**config.mk**
```make
export PLATFORM = sky130hd
export DESIGN_NAME = count_enable_conditioner
export DESIGN_NICKNAME = d
export VERILOG_FILES = /design/src/rtl/count_enable_conditioner_pkg.sv /design/src/rtl/count_enable_conditioner_sync_2ff.sv /design/src/rtl/count_enable_conditioner.sv
export SDC_FILE = /design/constraint.sdc
export NUM_CORES = 1
export LEC_CHECK = 0
export ABC_AREA = 0
export CAP_MARGIN = 40
export CORE_AREA = 5 5 42 44
export CTS_CLUSTER_DIAMETER = 200
export CTS_CLUSTER_SIZE = 14
export DETAILED_ROUTE_END_ITERATION = 10
export DIE_AREA = 0 0 47 49
export HOLD_SLACK_MARGIN = 0.1
export PLACE_DENSITY = 0.49
export SLEW_MARGIN = 10
export SYNTH_ARGS = -nofsm -noshare
export SYNTH_HDL_FRONTEND = slang
export SYNTH_SLANG_ARGS = --single-unit
```
**constraint.sdc**
```tcl
create_clock -name clk -period 1.7 [get_ports clk]
set_clock_uncertainty 0.15 [all_clocks]
set_input_delay 0.34 -clock clk [delete_from_list [all_inputs] [get_ports clk]]
set_output_delay 0.34 -clock clk [all_outputs]
set_load 0.02 [all_outputs]
```
**src/rtl/count_enable_conditioner_pkg.sv**
```systemverilog
// Shared definitions for the count-enable conditioner: FSM state encodings,
// default timing parameters and the smallest legal values of each.
package count_enable_pkg;

  typedef enum logic [1:0] {
    ST_IDLE         = 2'b00,
    ST_PRESS_WAIT   = 2'b01,
    ST_HELD         = 2'b10,
    ST_RELEASE_WAIT = 2'b11
  } state_e;

  localparam int DEF_DEBOUNCE_CYCLES = 16;
  localparam int DEF_REPEAT_DELAY    = 256;
  localparam int DEF_REPEAT_PERIOD   = 64;

  // Below these values pulse_out could be high on back-to-back cycles.
  localparam int MIN_DEBOUNCE_CYCLES = 2;
  localparam int MIN_REPEAT_DELAY    = 2;
  localparam int MIN_REPEAT_PERIOD   = 2;

  function automatic int max_int(input int a, input int b);
    return (a > b) ? a : b;
  endfunction

endpackage

```
**src/rtl/count_enable_conditioner_sync_2ff.sv**
```systemverilog
// sync_2ff: 1-bit two-flop synchroniser with asynchronous active-high clear.
// Generic; intended for reuse on any asynchronous ui_in pin.
module sync_2ff (
  input  logic clk,
  input  logic clr,
  input  logic d,
  output logic q
);

  logic meta;

  // First flop may go metastable; second flop gives it a full cycle to settle.
  always_ff @(posedge clk or posedge clr) begin
    if (clr) begin
      meta <= 1'b0;
      q    <= 1'b0;
    end else begin
      meta <= d;
      q    <= meta;
    end
  end

endmodule

```
**src/rtl/count_enable_conditioner.sv**
```systemverilog
// count_enable_conditioner: turns a raw bouncing push-button into exactly one
// single-cycle count-enable pulse per accepted press, plus a debounced level
// and the FSM state for debug.
// Optional feature macro: COUNT_ENABLE_AUTO_REPEAT_EN -- while the button stays
// held, extra pulses after REPEAT_DELAY cycles and then every REPEAT_PERIOD.
// Note: rst_n is active-HIGH (1 = reset) despite its name.
module count_enable_conditioner
  import count_enable_pkg::*;
#(
  parameter int DEBOUNCE_CYCLES = DEF_DEBOUNCE_CYCLES,
  parameter int REPEAT_DELAY    = DEF_REPEAT_DELAY,
  parameter int REPEAT_PERIOD   = DEF_REPEAT_PERIOD
) (
  input  logic       clk,
  input  logic       rst_n,
  input  logic       btn_in,
  output logic       pulse_out,
  output logic       level_out,
  output logic [1:0] state_out
);

  // Counter only ever holds 0..DEBOUNCE_CYCLES-1, so it cannot wrap.
  localparam int CNT_W = (DEBOUNCE_CYCLES > 2) ? $clog2(DEBOUNCE_CYCLES) : 1;
  localparam logic [CNT_W-1:0] CNT_LAST = CNT_W'(DEBOUNCE_CYCLES - 1);

  state_e           state;
  logic [CNT_W-1:0] cnt;
  logic             s2;
  logic             rep_fire;

  sync_2ff u_sync (
    .clk (clk),
    .clr (rst_n),
    .d   (btn_in),
    .q   (s2)
  );

`ifdef COUNT_ENABLE_AUTO_REPEAT_EN
  localparam int RPT_W = $clog2(max_int(REPEAT_DELAY, REPEAT_PERIOD) + 1);
  localparam logic [RPT_W-1:0] DELAY_LAST  = RPT_W'(REPEAT_DELAY - 1);
  localparam logic [RPT_W-1:0] PERIOD_LAST = RPT_W'(REPEAT_PERIOD - 1);

  logic [RPT_W-1:0] rcnt;
  logic             rep_phase;  // 0: waiting out the initial delay, 1: periodic

  assign rep_fire = (state == ST_HELD) && s2 &&
                    (rcnt == (rep_phase ? PERIOD_LAST : DELAY_LAST));

  // Repeat timer: runs only while HELD is kept, so every HELD entry starts at zero.
  always_ff @(posedge clk or posedge rst_n) begin
    if (rst_n) begin
      rcnt      <= '0;
      rep_phase <= 1'b0;
    end else if (state == ST_HELD && s2) begin
      if (rep_fire) begin
        rcnt      <= '0;
        rep_phase <= 1'b1;
      end else begin
        rcnt <= rcnt + 1'b1;
      end
    end else begin
      rcnt      <= '0;
      rep_phase <= 1'b0;
    end
  end
`else
  // Repeat disabled: the repeat parameters only feed a constant-false tie-off.
  assign rep_fire = 1'b0 & (REPEAT_DELAY >= MIN_REPEAT_DELAY)
                         & (REPEAT_PERIOD >= MIN_REPEAT_PERIOD);
`endif

  assign state_out = state;

  // Debounce FSM: a level change needs DEBOUNCE_CYCLES+1 stable samples of s2.
  always_ff @(posedge clk or posedge rst_n) begin
    if (rst_n) begin
      state     <= ST_IDLE;
      cnt       <= '0;
      pulse_out <= 1'b0;
      level_out <= 1'b0;
    end else begin
      pulse_out <= 1'b0;
      unique case (state)
        ST_IDLE: begin
          if (s2) begin
            state <= ST_PRESS_WAIT;
            cnt   <= '0;
          end
        end
        ST_PRESS_WAIT: begin
          if (!s2) begin
            state <= ST_IDLE;
            cnt   <= '0;
          end else if (cnt == CNT_LAST) begin
            state     <= ST_HELD;
            cnt       <= '0;
            pulse_out <= 1'b1;
            level_out <= 1'b1;
          end else begin
            cnt <= cnt + 1'b1;
          end
        end
        ST_HELD: begin
          if (!s2) begin
            state <= ST_RELEASE_WAIT;
            cnt   <= '0;
          end else if (rep_fire) begin
            pulse_out <= 1'b1;
          end
        end
        ST_RELEASE_WAIT: begin
          if (s2) begin
            state <= ST_HELD;
            cnt   <= '0;
          end else if (cnt == CNT_LAST) begin
            state     <= ST_IDLE;
            cnt       <= '0;
            level_out <= 1'b0;
          end else begin
            cnt <= cnt + 1'b1;
          end
        end
      endcase
    end
  end

endmodule
```
# Word level (Yosys, flattened, before mapping)
# Cells that the tools add are included.
# Widths: inputs -> output; s select.
[classes]
n_mux = 21
reduce_logical = 5
n_addsub = 1
eq_ne = 12
[ops]
columns = ["operator", "count"]
rows = [
  ["$mux 4", 5],
  ["$pmux 4 s4", 1],
  ["$mux 2", 6],
  ["$ne 2x2->1 const B", 4],
  ["$pmux 2 s4", 1],
  ["$mux 1", 7],
  ["$reduce_and 5->1", 1],
  ["$add 4x1->4 const B", 1],
  ["$eq 2x2->1 const B", 2],
  ["$eq 4x4->1 const B", 1],
  ["$ne 2x1->1 const B", 2],
  ["$reduce_and 4->1", 1],
  ["$ne 3x2->1 const B", 1],
  ["$ne 3x3->1 const B", 1],
  ["$eq 2x1->1 const B", 1],
  ["$logic_not 2->1", 1],
  ["$pmux 1 s2", 1],
  ["$reduce_and 2->1", 1],
  ["$reduce_bool 2->1", 1],
]
[totals]
ff_bits = 10
in_bits = 3
output_inout_bits = 4
word_cells = 45

# Depth between registers and ports, before layout
[logic_depth]
depth_word = 4
ltp_mapped = 4
ltp_nobuf = 4

# By module
# From an unflattened synthesis, not the netlist that was laid out.
[unflattened]
cells_unflattened = 36
hier_area_um2 = 449.2
[modules_own_cells]
columns = ["module", "area_each_um2", "instances", "cells_per_inst", "seq_area_each_um2"]
rows = [
  ["count_enable_conditioner", 395.4, 1, 33, 200.2],
  ["sync_2ff", 53.8, 1, 3, 50.0],
]

# Least setup slack after synthesis
# No wires, ideal clock.
[synth_timing]
path_type = "register to register"
start = "reg (tool-made name)"
end = "reg cnt[0]"
t_required_ns = 1.429
period_less_slack_ns = 1.337
path_buffers = 0
slack_ns = 0.363
arrival_ns = 1.066
path_stages_with_launch = 4
setup_time_ns = 0.121
path_cell_list = "dfrtp_1 > xor2_1 > nor2_1 > a22o_1"
[synth_lines]
columns = ["element", "line_no", "source"]
rows = [
  ["end signal: assignment", "count_enable_conditioner.sv:100", "cnt <= cnt + 1'b1;"],
  ["end signal: assignment", "count_enable_conditioner.sv:120", "cnt <= cnt + 1'b1;"],
  ["end: declaration", "count_enable_conditioner.sv:27", "logic [CNT_W-1:0] cnt;"],
]

# Final worst setup path
[layout_timing]
start = "reg pulse_out"
end = "out pulse_out"
[layout_lines]
columns = ["element", "line_no", "source"]
rows = [
  ["start: declaration", "count_enable_conditioner.sv:17", "output logic pulse_out,"],
  ["start signal: assignment", "count_enable_conditioner.sv:79", "pulse_out <= 1'b0;"],
  ["start signal: assignment", "count_enable_conditioner.sv:82", "pulse_out <= 1'b0;"],
  ["start signal: assignment", "count_enable_conditioner.sv:97", "pulse_out <= 1'b1;"],
]
# No word-level cell between the ends.

==> summary.md <==
| Metric | Value |
|---|---|
| Total Routing Usage GR | `8.618%` |
| Clock tree buffer depth | `2` |
| Final WS setup | `39.52 ps` |
| CP max stage delay | `600 ps` |
| Core ar. | `0.001401 mm^2` |
| Clock latency at the later pin of the worst-skew pair | `260 ps` |
| Mapped Nets | `44` |
| I/O Buffers | `6` |
| Vias | `338` |
| Status | `complete, no violations` |
| Root Buffer | `clkbuf_4` |
| Critical Path AT | `1170 ps` |
| PwrDens | `809.8 mW/mm^2` |
| Starting Density | `30.89%` |
| Worst flop-to-flop path endpoint | `level_out` |
| Comb power frac | `6.8%` |
| Final nets | `56` |
| R2R Setup Slk | `300 ps` |
| Total iterations of the first detailed-routing run | `2` |
| Register bit total from synthesis | `10` |
| WS Path Type | `register to output pin` |
| DR vias/cell | `5.121` |
| P_leak | `0.0002699 uW` |
| # fillers | `154` |
| Grt ovf | `0` |
| Power Internal | `340.5 uW` |
| Multi-input gate area | `171.4 um^2` |
| Reg clk slew, reported paths | `60 ps` |
| Maxcap violations | `0` |
| CP top delay family | `buffers and inverters` |
| Max frequency | `602.2 MHz` |
| Die H | `49 um` |
| Die footprint | `0.002303 mm^2` |
| Most frequent cells in the layout | `10 x dfrtp_1, 4 x nor2_1` |
| Reg area | `250.2 um^2` |
| Routability cong. | `0.7747` |
| Sequential element share of the synthesized area | `57.80%` |
| Final setup fails | `0` |
| Post-route ant nets | `0` |
| Largest net degree at the start of global routing | `11` |
| Top cell type's share of synthesized area | `57.80%` |
| Worst setup EP type | `output pin` |
| Switching Share | `22.03%` |
| Clock buffer count from CTS | `3` |
| Vias in the first global route | `332` |
| Setup TNS | `0 ps` |
| # diodes | `0` |
| Layout cells sized above 1 | `10.00%` |
| First DRT Iteration DRCs | `1` |
| Relative slew slack | `75.07%` |
| Peak supply drop | `0.3637 mV` |
| Dpl hpwl | `629.4 um` |
| Initial antenna violation count | `0` |
| Global-route wire length before repair | `1.380 mm` |
| H-tree levels | `1` |
| Wire length after detailed routing | `789 um` |
| Layout Utilization | `38.48%` |
| Post-Syn Area | `432.9 um^2` |
| FF-to-FF Start | `cnt[0]` |
| Critical path startpoint category | `register` |
| # rows | `14` |
| Most common cell after layout, fill and taps aside | `dfrtp_1` |
| Wire per inst | `11.95 um` |
| Postcts setup bufs | `0` |
| Netlist cell types | `18` |
| Crit Path Max Fanout | `1` |
| Worst Max-Slew Pin Slew | `373.6 ps` |
| Warnings, synthesis | `0` |
| Area contributors post-synth | `dfrtp_1 58%, a22o_1 4.0%, xnor2_1 4.0%` |
| Syn avg cell area | `10.82 um^2` |
| Cells after Synth | `40` |
| Final hold viol count | `0` |
| Largest area contributor in the netlist | `dfrtp_1` |
| WP data required | `1210 ps` |
| TritonCTS clock tree | `yes` |
| RSZ-0062 raised after global routing | `no` |
| Placed Cells | `63` |
| Slowest-stage cell, CP | `clkdlybuf4s50_1` |
| Worst Hold Class | `primary input to async pin` |
| Clock Sinks | `10` |
| R2R depth | `4` |
| Slew Viols, Final | `0` |
| Final period utilization | `97.68%` |
| Die width | `47 um` |
| # IOs | `7` |
| Cell chain of the critical path | `clkdlybuf4s50_1` |
| Sequential power share | `58.3%` |
| Residual DRC | `0` |
| Non-Filler Instances | `66` |
| Tmin final | `1660 ps` |
| Clk pwr share | `34.9%` |
| Buf/Inv on CP | `1` |
| Area delta synth->final | `24.57%` |
| Sw Pwr | `96.21 uW` |
| Pre-CTS setup slack | `159.2 ps` |
-- cells by family after synthesis --
logic type,synth area share (%)
DFF,57.80
adders and majority gates,2.890
and+or+nand+nor,16.47
xor gates and xnor gates,6.070
AOI/OAI and AO/OA,14.16
buffers and inverters,2.601
-- area by class of cell --
| cell class | instances | area share [%] |
|---|---|---|
| Multi-Input combinational cell | 27 | 31.79 |
| Clock buffer | 3 | 4.176 |
| Sequential cell | 10 | 46.40 |
| Inverter | 3 | 2.088 |
| Timing Repair Buffer | 7 | 11.83 |
| Tap cell | 16 | 3.712 |
-- state kept, by name (all words and copies together), names as in the netlist, named ones only --
name	cells
u_sync.meta	1
cnt	4
state_out	1
pulse_out	1
u_sync.q	1
level_out	1
-- worst max-delay path by stage --
| stage | cells past startpoint | to | startpoint | slack (ps) |
|---|---|---|---|---|
| 2_1_floorplan | 3 | cnt[0] | register | 360 |
| 3_3_place_gp | 1 | state_out[0] | state_out[0] | 180 |
| 3_5_place_dp | 1 | state_out[0] | state_out[0] | 160 |
| 4_1_cts | 1 | pulse_out | pulse_out | 20 |
| 5_1_grt | 1 | pulse_out | pulse_out | 20 |
| 6_report | 1 | pulse_out | pulse_out | 40 |
-- power groups by stage --
stage / clock network [uW] / logic, uW / registers (uW)
floorplan: 0 / 18.4 / 259
global placement: 0 / 30.2 / 259
detailed placement: 0 / 31.2 / 259
CTS: 161 / 30.5 / 255
global route: 167 / 35.4 / 256
finish: 152 / 29.6 / 255
-- cells in the mapped netlist --
| library cell | count |
|---|---|
| dfrtp_1 | 10 |
| nand4_1 | 1 |
| o2111ai_1 | 1 |
| and4b_1 | 1 |
| a22o_1 | 2 |
| a21o_2 | 1 |
| nor3_1 | 1 |
| xor2_1 | 1 |
| xnor2_1 | 2 |
| and4_1 | 1 |
| ha_1 | 1 |
| nand3_1 | 3 |
| a31oi_1 | 1 |
| o21ai_0 | 1 |
| nor2_1 | 4 |
| inv_1 | 3 |
| a21oi_1 | 3 |
| nand2_1 | 3 |
-- timing repair --
item	CTS	global route
resized for setup	3	0
hold buffers	0	0
setup endpoints to repair	3	0
-- per-stage QoR --
step                      cell area [um^2]  power [uW]  hold WS [ps]
after floorplan                      432.9       277.0         30.18
after global placement               520.5       288.8         193.8
after detailed placement             520.5       290.4         184.7
after CTS                            539.3       445.7         198.4
after global routing                 539.3       458.6         208.4
final                                539.3       436.7         197.3
-- per-layer routing --
metal / vias to the layer above / GRT usage (%) / part of all wire, %
met1: 164 / 9.795 / 42
li1: 165 / - / -
met5: - / 0 / 0
met2: 7 / 12.22 / 51
met4: 0 / 7.834 / 2.4
met3: 2 / 2.583 / 4.4
Power figures use the tool's default switching activity.
